### src/rtl/serializador_bits.sv
// Parallel-to-serial transmitter: MSB first, one bit per cycle, optional even-parity bit.
// Build option: define PARIDAD_EN to append the parity bit after the data bits.
module serializador_bits #(
    parameter int ANCHO = 8
) (
    input  logic             clk,
    input  logic             reset,
    input  logic [ANCHO-1:0] dato,
    input  logic             valido,
    output logic             listo,
    output logic             salida_bit,
    output logic             activo,
    output logic [1:0]       estado,
    output logic [7:0]       palabras
);

    // Handshake: a word is taken on a rising edge where valido=1 and listo=1;
    // listo is high only while idle, and valido/dato are ignored at all other times.

    localparam int CW = (ANCHO > 2) ? $clog2(ANCHO) : 1;

    typedef enum logic [1:0] {
        REPOSO   = 2'd0,
        DESPLAZA = 2'd1,
        PARIDAD  = 2'd2
    } estado_t;

    estado_t          est_q;
    estado_t          est_d;
    logic [ANCHO-1:0] sr_q;
    logic [CW-1:0]    cnt_q;
    logic [7:0]       palabras_q;
    logic             carga;
    logic             fin_palabra;
`ifdef PARIDAD_EN
    logic             par_q;
`endif

    always_comb begin
        est_d       = est_q;
        carga       = 1'b0;
        fin_palabra = 1'b0;
        listo       = 1'b0;
        salida_bit  = 1'b0;
        activo      = 1'b0;
        case (est_q)
            REPOSO: begin
                listo = 1'b1;
                if (valido) begin
                    carga = 1'b1;
                    est_d = DESPLAZA;
                end
            end
            DESPLAZA: begin
                activo     = 1'b1;
                salida_bit = sr_q[ANCHO-1];
                if (cnt_q == '0) begin
`ifdef PARIDAD_EN
                    est_d       = PARIDAD;
`else
                    est_d       = REPOSO;
                    fin_palabra = 1'b1;
`endif
                end
            end
`ifdef PARIDAD_EN
            PARIDAD: begin
                activo      = 1'b1;
                salida_bit  = par_q;
                est_d       = REPOSO;
                fin_palabra = 1'b1;
            end
`endif
            // Unused code (and PARIDAD when the option is off) falls back to idle.
            default: est_d = REPOSO;
        endcase
    end

    always_ff @(posedge clk) begin
        if (reset) begin
            est_q      <= REPOSO;
            sr_q       <= '0;
            cnt_q      <= '0;
            palabras_q <= '0;
`ifdef PARIDAD_EN
            par_q      <= 1'b0;
`endif
        end else begin
            est_q <= est_d;
            if (carga) begin
                sr_q  <= dato;
                cnt_q <= CW'(ANCHO - 1);
`ifdef PARIDAD_EN
                par_q <= ^dato;
`endif
            end else if (est_q == DESPLAZA) begin
                sr_q <= {sr_q[ANCHO-2:0], 1'b0};
                if (cnt_q != '0)
                    cnt_q <= cnt_q - CW'(1);
            end
            if (fin_palabra)
                palabras_q <= palabras_q + 8'd1;
        end
    end

    assign estado   = est_q;
    assign palabras = palabras_q;

endmodule
### config.mk
export PLATFORM = sky130hd
export DESIGN_NAME = serializador_bits
export DESIGN_NICKNAME = d
export VERILOG_FILES = /design/src/rtl/serializador_bits.sv
export SDC_FILE = /design/constraint.sdc
export NUM_CORES = 1
export LEC_CHECK = 0
export CAP_MARGIN = 10
export CORE_MARGIN = 2
export CORE_UTILIZATION = 45
export DETAILED_ROUTE_END_ITERATION = 6
export GPL_TIMING_DRIVEN = 1
export PLACE_DENSITY_LB_ADDON = 0.25
export SETUP_SLACK_MARGIN = 0.05
export SLEW_MARGIN = 20
export SYNTH_ARGS = -nofsm -noshare
export SYNTH_HDL_FRONTEND = slang
export SYNTH_SLANG_ARGS = --single-unit
### constraint.sdc
create_clock -name clk -period 1.9 [get_ports clk]
set_input_delay 0.19 -clock clk [delete_from_list [all_inputs] [get_ports clk]]
set_output_delay 0.19 -clock clk [all_outputs]
set_load 0.02 [all_outputs]
## After elaboration in Yosys (flattened, before gate mapping)

Cells that the tools add are included.

| word-level totals | value |
|---|---|
| latch bits | 0 |
| output and inout bits | 13 |
| bits in read-only memories | 0 |
| memory bits (writable) | 0 |
| register bits | 21 |
| word-level logic and storage cells | 31 |
| memories kept | 0 |
| input port bits | 11 |

| cells by class | value |
|---|---|
| eq/ne operators | 3 |
| muxes and demuxes | 15 |
| magnitude comparators | 0 |
| shifts and indexed selects | 0 |
| bitwise gates (word level) | 0 |
| add/sub/neg operators | 2 |
| div/mod/pow operators | 0 |
| reductions and logical operators | 7 |
| multiply operators | 0 |

Operator list:

| kind | number |
|---|---|
| 2-to-1 mux 8 bit | 2 |
| 2-to-1 mux 3 bit | 3 |
| adder 8 x 1 -> 8 bit, second input constant | 1 |
| 2-to-1 mux 1 bit | 7 |
| 2-to-1 mux 2 bit | 2 |
| inequality test 2 bit, second input constant | 2 |
| one-hot mux 2 bit (2 select lines) | 1 |
| AND reduction 2 bit | 2 |
| nonzero test 2 bit | 2 |
| logical NOT 3 bit | 1 |
| nonzero test 3 bit | 1 |
| subtractor 3 x 1 -> 3 bit, second input constant | 1 |
| equality test 2 x 1 -> 1 bit, second input constant | 1 |
| logical NOT 2 bit | 1 |

## Longest topological paths before layout

| logic depth | value |
|---|---|
| depth after elaboration | 4 |
| depth in mapped cells | 5 |
| mapped depth without buffers | 5 |

## Worst setup path after synthesis

Ideal clock, no wire load.

| timing path | value |
|---|---|
| kind | reg-to-reg |
| from | register est_q[0] (netlist: estado[0]) |
| to | register palabras_q[5] (netlist: palabras[5]) |
| clock period less this slack | 1.449 ns |
| required time | 1.829 ns |
| arrival | 1.378 ns |
| buffers on the path | 1 |
| cell stages (with the launch flop) | 5 |
| library setup time | 0.071 ns |
| slack | 0.451 ns |
| path through | dfxtp_1 -> buf_4 -> nand3b_4 -> or4_1 -> a21oi_1 |

| between the ends | value |
|---|---|
| longest elaborated chain between the ends | 2 |

Ends and longest elaborated chain:

| item | line | source |
|---|---|---|
| from (decl) | 28 | `estado_t est_q;` |
| from (signal assigned) | 89 | `est_q <= est_d;` |
| equality test 2 x 1 -> 1 bit | 46 | `case (est_q)` |
| 2-to-1 mux 1 bit | 46 |  |
| to (signal assigned) | 102 | `palabras_q <= palabras_q + 8'd1;` |
| to (decl) | 32 | `logic [7:0] palabras_q;` |

Every way passes these cells.
A chain may end at the register's enable or synchronous reset.

## Final worst setup path

| timing path | value |
|---|---|
| from | register est_q[0] (netlist: estado[0]) |
| to | output port salida_bit |

| between the ends | value |
|---|---|
| longest elaborated chain between the ends | 2 |

Ends and longest elaborated chain:

| item | line | source |
|---|---|---|
| equality test 2 x 1 -> 1 bit | 46 |  |
| 2-to-1 mux 1 bit | 46 |  |
| to (decl) | 11 | `output logic salida_bit,` |

Every way passes these cells.

==> impl_metrics.json <==
{
  "cts_tree": "done",
  "syn-cell-area_um2": 951,
  "r2r_cells": 5,
  "seq_area_frac_synth": 0.421,
  "p_leak_nw": 0.472,
  "synthXorXnorAreaFrac": 0.0276,
  "crit_family": "buffers and inverters",
  "areaGrowthSynthToFinish_pct": 28.9,
  "skew_ns": 0.00427,
  "finalNetCount": 144,
  "clock_latency_ns": 0.29,
  "holdWs_ns": 0.467,
  "start_util": 0.480,
  "place_area_mm2": 0.00119,
  "cp_slowest_stage_delay_ns": 0.60,
  "clkSinkCount": 20,
  "numCtsBuffers": 3,
  "finalSetupViolCount": 0,
  "cp_max_fo": 11,
  "cp.required_ns": 1.71,
  "crit_cells": 2,
  "syn_nets": 121,
  "min_period_ns": 1.74,
  "end_kind": "primary output",
  "reg2reg_from": "cnt_q[0]",
  "crit_chain": "and2_1 > clkdlybuf4s50_1",
  "status": "finished, final reports clean",
  "hold_viol_final": 0,
  "grt_pass1_wl_um": 3130,
  "hold_buffers": 0,
  "met2_usage": 0.289,
  "ios": 24,
  "dpl_worst_slack_ns": 0.287,
  "synth-compound-area-share": 0.126,
  "fin_crit_sh": 0.916,
  "clk_pin_slew_worst_paths_ns": 0.11,
  "vias_per_cell": 5.21,
  "holdPathEnd": "sr_q[5]",
  "rows": 16,
  "cts_setup_buffers": 0,
  "maxSlewViolCount": 0,
  "path_buf_inv": 1,
  "crit_path_top_delay_cell": "clkdlybuf4s50_1",
  "cts_root_buffer": "clkbuf_4",
  "ys_ff_latch": 20,
  "synthDistinctLibCells": 29,
  "grt_use_total": 0.164,
  "crit_type": "reg2out",
  "core_region_area_mm2": 0.00198,
  "fp.dieH_um": 50.0,
  "post-place-cells": 152,
  "netlist_instances": 107,
  "busiest_layer": "met2",
  "globalRouteMet1Util": 0.174,
  "clock.fmax_mhz": 574,
  "drt-initial-drc-count": 16,
  "gp_congestion": 0.666,
  "r2r-end": "palabras[5]",
  "layout_setup_ws_ns": 0.159,
  "crit_arrival_ns": 1.55,
  "antenna_left": 0,
  "grt-ovfl-total": 0,
  "start_kind": "flip-flop",
  "synthMuxAreaShare": 0.125,
  "dr_total_vias": 813,
  "drcViolationCount": 0,
  "finalWirelength_um": 1770,
  "synth_top_family_by_area": "simple AND/OR/NAND/NOR gates",
  "yosysWarnings": 0,
  "dp_hpwl_um": 1330,
  "max_cap_violations": 0,
  "rsz0062_at_grt": "false",
  "synth-simple-area-share": 0.204,
  "synth_area_per_cell_um2": 8.89,
  "r2r_slack_ns": 0.32,
  "diodes": 0,
  "drive_gt1_frac": 0.124,
  "fp.dieArea_mm2": 0.00250,
  "power_uw": 884,
  "fin_cells": 156,
  "vdd_drop_max_v": 0.000528,
  "holdCritStartpoint": "sr_q[4]",
  "hold_path_depth": 2,
  "wl_per_cell_um": 11.3,
  "use_met3": 0.0364,
  "ctsLongestPathBuffers": 2,
  "first_pass_iters": 4,
  "hp-class": "reg2reg",
  "synth_fa_ha_area_frac": 0.0395,
  "htree_levels": 1,
  "fp.dieW_um": 50.0,
  "ctsResizeCount": 1,
  "power_density_mw_per_mm2": 721,
  "stdcell_area_mm2": 0.00123,
  "io_buffers": 22,
  "grt_max_degree": 16,
  "fin_util": 0.619,
  "setup-tns-final_ns": 0,
  "antenna_found_initial": 0,
  "grt_pass1_vias": 784
}
==> synth_stat cells <==
cell type	instances	area (um2)
mux2_2	7	78.8
clkbuf_1	3	11.3
a21oi_1	13	65.1
nand2b_1	1	6.26
or3_1	3	18.8
xnor2_1	1	8.76
xor2_1	2	17.5
o21ai_0	5	25.0
buf_4	3	22.5
nor2_1	5	18.8
nand4b_1	1	8.76
or4_1	2	15.0
clkinv_1	1	3.75
a211oi_1	1	7.51
nor3_1	3	15.0
o31ai_1	2	15.0
inv_1	2	7.51
nand2_1	16	60.1
nor3b_1	1	7.51
nand3_1	1	5.00
dfxtp_1	20	400
buf_2	1	5.00
nand4_1	2	12.5
conb_1	1	3.75
o21a_1	1	7.51
ha_1	3	37.5
nand3b_4	1	20.0
mux2i_1	4	40.0
and2_1	1	6.26
==> logic make-up (layout without fill, tap and decap cells) <==
group / after synthesis / in the layout
AND/OR/NAND/NOR: 37 / 37
flip-flops: 20 / 20
other: 1 / 1
multiplexers: 11 / 11
AO/OA/AOI/OAI: 22 / 22
buffers and inverters: 10 / 32
XOR/XNOR: 3 / 3
adder cells (fa/ha/maj): 3 / 3
==> tightest hold or removal path, stage by stage (launching register included) <==
cell and delay, ns:
dfxtp_1 0.33, nand2_1 0.06, a21oi_1 0.05
==> metal layers <==
metal  up-vias  routed length (um)
met4         0                  21
met5         -                   0
met1       378                 798
met2        19                 877
li1        414                   -
met3         2                  71
==> registers in the layout (all words and copies together) (netlist names) <==
| register | cells |
|---|---|
| palabras | 8 |
| cnt_q | 3 |
| sr_q | 8 |
| estado | 1 |
==> worst max path at each step <==
stage / from / to / slack, ns
floorplan: estado[0] / palabras[5] / 0.45
global placement: valido / sr_q[2] / 0.32
detailed placement: valido / sr_q[1] / 0.29
CTS: estado[0] / salida_bit / 0.15
global route: estado[0] / salida_bit / 0.08
finish: estado[0] / salida_bit / 0.16
==> power breakdown <==
group	total, mW	switching [mW]	internal (mW)
logic	0.174	0.0810	0.0935
registers	0.468	0.0234	0.444
clock network	0.242	0.125	0.117
==> final cells by class <==
class                      count  area (um2)
clock buffer                   4        36.3
fill                         176         756
inverter                       3        11.3
multi-input combinational     77         500
sequential                    20         402
tap                           27        33.8
timing repair buffer          25         243
==> cell usage in the layout (no fill, tap or decap), drive strengths merged <==
master,Yosys,routed
or4,2,2
clkinv,1,1
nor3b,1,1
clkdlybuf4s50,0,22
nand2b,1,1
buf,4,3
mux2i,4,4
inv,2,2
conb,1,1
or3,3,3
nand2,16,16
o21ai,5,5
o31ai,2,2
clkbuf,3,4
a211oi,1,1
a21oi,13,13
nand4,2,2
nand3,1,1
ha,3,3
nand4b,1,1
and2,1,1
o21a,1,1
xnor2,1,1
mux2,7,7
nand3b,1,1
dfxtp,20,20
nor3,3,3
xor2,2,2
nor2,5,5
(Power assumes the default switching activity.)
